`src/rtl/gf8_pkg.sv`:
```
// GF(2^8) shared types, field constants and arithmetic helpers.
// Index 1 of a field element is the x^7 coefficient, index 8 is x^0.
package gf8_pkg;

  typedef logic [1:8] gf8_elem_t;

  localparam gf8_elem_t GF8_POLY_AES = 8'h1B;

  // Multiply by x: shift toward bit 1, reduce if x^7 overflowed.
  function automatic gf8_elem_t gf8_xtime(input gf8_elem_t elem, input gf8_elem_t poly);
    gf8_elem_t shifted;
    shifted = {elem[2:8], 1'b0};
    return elem[1] ? (shifted ^ poly) : shifted;
  endfunction

  // MSB-first reference product, the same recurrence the array unrolls.
  function automatic gf8_elem_t gf8_mul(input gf8_elem_t a, input gf8_elem_t b,
                                        input gf8_elem_t poly);
    gf8_elem_t r;
    r = '0;
    for (int k = 1; k <= 8; k++) begin
      r = gf8_xtime(r, poly) ^ (b[k] ? a : '0);
    end
    return r;
  endfunction

endpackage

```
`src/rtl/gf8_systolic_mult_if.sv`:
```
// Operand/product bus of the systolic GF(2^8) multiplier.
interface gf8_systolic_mult_if;
  import gf8_pkg::*;

  logic      en;
  logic      in_valid;
  gf8_elem_t a;
  gf8_elem_t b;
  logic      out_valid;
  gf8_elem_t p;

  modport master (
    output en, in_valid, a, b,
    input  out_valid, p
  );

  modport slave (
    input  en, in_valid, a, b,
    output out_valid, p
  );

endinterface

```
`src/rtl/gf8_mac_row.sv`:
```
// One row of the systolic multiplier: r_out = xtime(r_in) ^ (b[ROW] ? a : 0),
// registered together with a, the still-unconsumed b bits and valid.
module gf8_mac_row
  import gf8_pkg::*;
#(
  parameter int        ROW  = 1,
  parameter gf8_elem_t POLY = GF8_POLY_AES
) (
  input  logic      clk,
  input  logic      rst,
  input  logic      en,
  input  logic      valid_in,
  input  gf8_elem_t r_in,
  input  gf8_elem_t a_in,
  input  gf8_elem_t b_in,
  output logic      valid_out,
  output gf8_elem_t r_out,
  output gf8_elem_t a_out,
  output gf8_elem_t b_out
);

  // Bits ROW+1..8 are still needed downstream; the rest are forced to zero
  // so their flops are constant and disappear in synthesis.
  localparam gf8_elem_t KEEP_MASK = gf8_elem_t'(8'hFF >> ROW);

  gf8_elem_t r_next;

  // Combinational multiply-accumulate step for this row's b bit.
  always_comb begin
    r_next = gf8_xtime(r_in, POLY) ^ (b_in[ROW] ? a_in : '0);
  end

  // Row pipeline register: cleared by reset, frozen while en is low.
  always_ff @(posedge clk or negedge rst) begin
    if (!rst) begin
      valid_out <= 1'b0;
      r_out     <= '0;
      a_out     <= '0;
      b_out     <= '0;
    end else if (en) begin
      valid_out <= valid_in;
      r_out     <= r_next;
      a_out     <= a_in;
      b_out     <= b_in & KEEP_MASK;
    end
  end

endmodule

```
`src/rtl/gf8_systolic_mult.sv`:
```
// Eight-row MSB-first systolic GF(2^8) multiplier, 8 enabled cycles latency,
// one product per enabled cycle, no backpressure.
module gf8_systolic_mult
  import gf8_pkg::*;
#(
  parameter gf8_elem_t POLY = GF8_POLY_AES
) (
  input logic                clk,
  input logic                rst,
  gf8_systolic_mult_if.slave bus
);

  logic      valid_pipe [0:8];
  gf8_elem_t r_pipe     [0:8];
  gf8_elem_t a_pipe     [0:8];
  gf8_elem_t b_pipe     [0:8];
  logic      unused_tail;

  // Stage 0 is the raw input; the accumulator starts from zero.
  assign valid_pipe[0] = bus.in_valid;
  assign r_pipe[0]     = '0;
  assign a_pipe[0]     = bus.a;
  assign b_pipe[0]     = bus.b;

  for (genvar k = 1; k <= 8; k++) begin : g_row
    gf8_mac_row #(
      .ROW  (k),
      .POLY (POLY)
    ) u_row (
      .clk       (clk),
      .rst       (rst),
      .en        (bus.en),
      .valid_in  (valid_pipe[k-1]),
      .r_in      (r_pipe[k-1]),
      .a_in      (a_pipe[k-1]),
      .b_in      (b_pipe[k-1]),
      .valid_out (valid_pipe[k]),
      .r_out     (r_pipe[k]),
      .a_out     (a_pipe[k]),
      .b_out     (b_pipe[k])
    );
  end

  // The last row's operand copies have no consumer.
  assign unused_tail = ^{a_pipe[8], b_pipe[8]};

  assign bus.p         = r_pipe[8];
  assign bus.out_valid = valid_pipe[8];

endmodule
```
`src/flat_wrapper.sv`:
```
// flat-port wrapper written by rule: the top's interface ports become plain ports
module gf8_systolic_mult_flat import gf8_pkg::*;
#(
  parameter gf8_elem_t POLY = GF8_POLY_AES
)
  (clk, rst, bus_en, bus_in_valid, bus_a, bus_b, bus_out_valid, bus_p);
  gf8_systolic_mult_if bus_i ();
  input logic clk;
  input logic rst;
  input wire logic [$bits(bus_i.en)-1:0] bus_en;
  input wire logic [$bits(bus_i.in_valid)-1:0] bus_in_valid;
  input wire logic [$bits(bus_i.a)-1:0] bus_a;
  input wire logic [$bits(bus_i.b)-1:0] bus_b;
  output wire logic [$bits(bus_i.out_valid)-1:0] bus_out_valid;
  output wire logic [$bits(bus_i.p)-1:0] bus_p;
  assign bus_i.en = bus_en;
  assign bus_i.in_valid = bus_in_valid;
  assign bus_i.a = bus_a;
  assign bus_i.b = bus_b;
  assign bus_out_valid = bus_i.out_valid;
  assign bus_p = bus_i.p;
  gf8_systolic_mult #(.POLY(POLY)) u_core (.clk(clk), .rst(rst), .bus(bus_i));
endmodule
```
`config.mk`:
```
export PLATFORM = sky130hd
export DESIGN_NAME = gf8_systolic_mult_flat
export DESIGN_NICKNAME = d
export VERILOG_FILES = /design/src/rtl/gf8_pkg.sv /design/src/rtl/gf8_systolic_mult_if.sv /design/src/rtl/gf8_mac_row.sv /design/src/rtl/gf8_systolic_mult.sv /design/src/flat_wrapper.sv
export SDC_FILE = /design/constraint.sdc
export NUM_CORES = 1
export LEC_CHECK = 0
export BUFFER_PORTS_ARGS = -buffer_cell sky130_fd_sc_hd__buf_2
export CORE_UTILIZATION = 55
export CTS_CLUSTER_DIAMETER = 40
export DETAILED_ROUTE_END_ITERATION = 7
export PLACE_DENSITY = 0.84
export SYNTH_ARGS = -nofsm -noshare
export SYNTH_HDL_FRONTEND = slang
export SYNTH_SLANG_ARGS = --single-unit
```
`constraint.sdc`:
```
create_clock -name clk -period 1.12 [get_ports clk]
set_input_delay 0.224 -clock clk [delete_from_list [all_inputs] [get_ports clk]]
set_output_delay 0.224 -clock clk [all_outputs]
set_load 0.01 [all_outputs]
```
==> metrics.txt <==
area leader, netlist dfrtp_1; Fillers 751; RSZ-0062 raised after global routing true; area share of the leading cell type in the synthesized netlist 0.5831; Avg Inst Size Synth around 13 um^2; Min Clock Period, post-route approximately 1.2 ns; CTS Sinks 156; root buf cell clkbuf_16; CTS tree built; FF+latch area 3918 um^2; required time worst endpoint 1.42 ns; mux contribution to synthesized area 0.1912; Synth Register Bits 156; first-pass GRT wire length 20060 um; worst hold stages 2; syn_nets 552; FMAX ~840 MHz; Core Box Area ~12000 um^2; clock buffer depth 2; CP Cell Sequence xor2_2 > xnor2_2 > mux2_4; Yosys warning total 0; synthesized area 6695 um^2; Routed WL ~12000 um; worst IR drop on VDD 1.449 mV; remaining antenna violation count 0; DR vias/cell 5.328; Placement Cell Area 7144 um^2; Area Growth Syn to Fin 18.93%; Layout Skew about 0.0064 ns; fin. max-slew vios 0; XOR/XNOR share of the synthesized area 0.1007; largest net degree at the start of global routing 35; Hold Crit Class input port to register; routed via count between 3000 and 4000; Initial Util 0.5741; GR Util met2 0.3876; critical path arrival 1.49 ns; status finished, violations left; Synth Area in Simple Gates 0.05700; routed len/inst around 16 um; PnR worst setup slack -0.07127 ns; gr usage total 0.2084; WP buf/inv 0; final setup fails 27; fin crit share 1.064; Skew-Pair Late Insertion Delay 0.41 ns; Die Y 112.3 um; num ports 29; sequential area share after synthesis 0.5831; Reg2Reg Depth 3; Synth Area in Compound Gates 0.03214; vias in the first global route 4188; initial antenna violation count 0; post-layout instance area 7963 um^2; area of the multi-input gates 2690 um^2; met1 usage 0.2262; main area contributors after synthesis dfrtp_1 (58%), mux2_2 (19%), xor2_1 (6.7%); met3 Use GR 0.04968; Fin. Hold Viols 0; CP Class register to register; Slowest-stage cell, CP dfrtp_1; die width 112.3 um; crit-path leading delay family flip-flops; Setup crit start kind register; layout cells sized above 1 0.3885; GRT busiest layer met2; Die Footprint 12620 um^2; Congestion Overflow GR 0; ANT cells 0; detailed router's first-iteration violation count 155; Final HPWL DP approximately 7700 um; Synth Instances 532; Final Total Pwr 19.65 mW; RD Place Congestion 0.7360; adder-cell area share of the yosys netlist 0; Worst Hold Slack 0.03436 ns; P per Cell Area 2468 nW/um^2; CTS Buf Count 17; Crit. path cell count 3; Yosys cell types 15; PortBufs 28; Worst-Margin Slew 0.3615 ns; drt pass-1 iters 6; Clk pin slew, worst setup/hold paths 0.06 ns; violated checks DRC, setup timing; max incr delay on CP 0.42 ns; Nets 599; DRC viols 2; largest family of logic cells by synthesized area multiplexers; CP endpoint kind register; row count 39; Pleak 3.470 nW; Worst slew margin 0.7590; H-tree Lvls 4; max cap viols 0; Worst Path Max Fanout 2
==> cell families after synthesis <==
family / count (synthesis)
DFF: 156
buffers and inverters: 44
AOI/OAI and AO/OA: 43
muxes: 113
xor gates and xnor gates: 77
and+or+nand+nor: 99
==> through the flow <==
stage	util	instances	setup TNS (ns)	setup WS (ns)
after floorplan	-	532	0	0.0001265
after global placement	0.6126	694	0	0.003170
after detailed placement	0.6126	694	-0.2534	-0.05733
after CTS	0.6764	732	-0.6152	-0.05754
after global routing	0.6828	735	-1.558	-0.08744
final	0.6828	735	-0.6368	-0.07127
==> power breakdown <==
part           switching [mW]  leakage [nW]  internal (mW)
Sequential               1.47          1.81           7.35
Clock                    2.24         0.266           3.40
Combinational            2.11          1.39           3.09
==> final cells by class <==
class                      count  share of cell area
inverter                       8            0.003771
tap                          143             0.02247
timing repair buffer          64             0.06914
multi-input combinational    332              0.3378
clock buffer                  19             0.05688
sequential                   156              0.4920
clock inverter                13             0.01791
==> per-layer routing <==
metal	vias to the layer above	wire length, um	share of wire
li1	1848	-	-
met1	1976	4742	0.40
met2	69	6653	0.56
met3	23	310	0.026
met4	0	269	0.022
met5	-	0	0
==> sequential cells by signal (all words and copies together) (netlist names) <==
register,flops
u_core.g_row.u_row.r_out,64
u_core.g_row.u_row.a_out,56
u_core.g_row.u_row.b_out,28
u_core.g_row.u_row.valid_out,8
==> path summary, 6_finish.rpt <==
| path | to | slack [ns] | start |
|---|---|---|---|
| setup / recovery | u_core.g_row[5].u_row.r_out[1]$_DFFE_PN0P_ | -0.07 | u_core.g_row[4].u_row.r_out[0]$_DFFE_PN0P_ |
| hold / removal | u_core.g_row[1].u_row.b_out[4]$_DFFE_PN0P_ | 0.03 | bus_b[4] |
| setup reg to reg | u_core.g_row[5].u_row.r_out[1]$_DFFE_PN0P_ | -0.07 | u_core.g_row[4].u_row.r_out[0]$_DFFE_PN0P_ |
| hold reg to reg | u_core.g_row[8].u_row.r_out[3]$_DFFE_PN0P_ | 0.50 | u_core.g_row[8].u_row.r_out[3]$_DFFE_PN0P_ |
| max in group asynchronous | u_core.g_row[2].u_row.b_out[5]$_DFFE_PN0P_ | 0.33 | rst |
| min in group asynchronous | u_core.g_row[8].u_row.r_out[5]$_DFFE_PN0P_ | 0.27 | rst |
==> repair_timing <==
item                                   in CTS  in global routing
buffers inserted                            5                  3
hold buffers                                1                  0
endpoints found under the hold margin      32                  0
setup endpoints to repair                  29                 37
resized for setup                          26                 11
pin swaps                                  23                  9
==> cells in the mapped netlist <==
cell        n
a21oi_1    35
buf_2      18
inv_1       8
o21ai_0     8
dfrtp_1   156
nand3_1     8
nor2_1     35
buf_4       6
xnor2_1    26
clkbuf_1    8
xor2_1     51
nand2_1    56
buf_6       4
mux2_4      2
mux2_2    111
==> cells in the final DEF, fill, tap and decap left out, types with 2 or more instances in the layout <==
cell        Yosys  final
clkinvlp_4      0      8
dfrtp_2         0     11
xnor2_2         0      2
clkbuf_16       0     17
mux2_4          2     17
buf_6           4      2
mux2_2        111     96
xnor2_1        26     24
dfrtp_1       156    145
xor2_1         51     42
buf_12          0     10
clkbuf_8        0      2
nor2_1         35     35
o21ai_0         8      8
inv_1           8      8
nand2_1        56     56
xor2_2          0      9
buf_4           6     25
nand3_1         8      8
bufinv_16       0      2
a21oi_1        35     35
buf_2          18     26
Note: power is estimated with default switching activity, not from simulation.
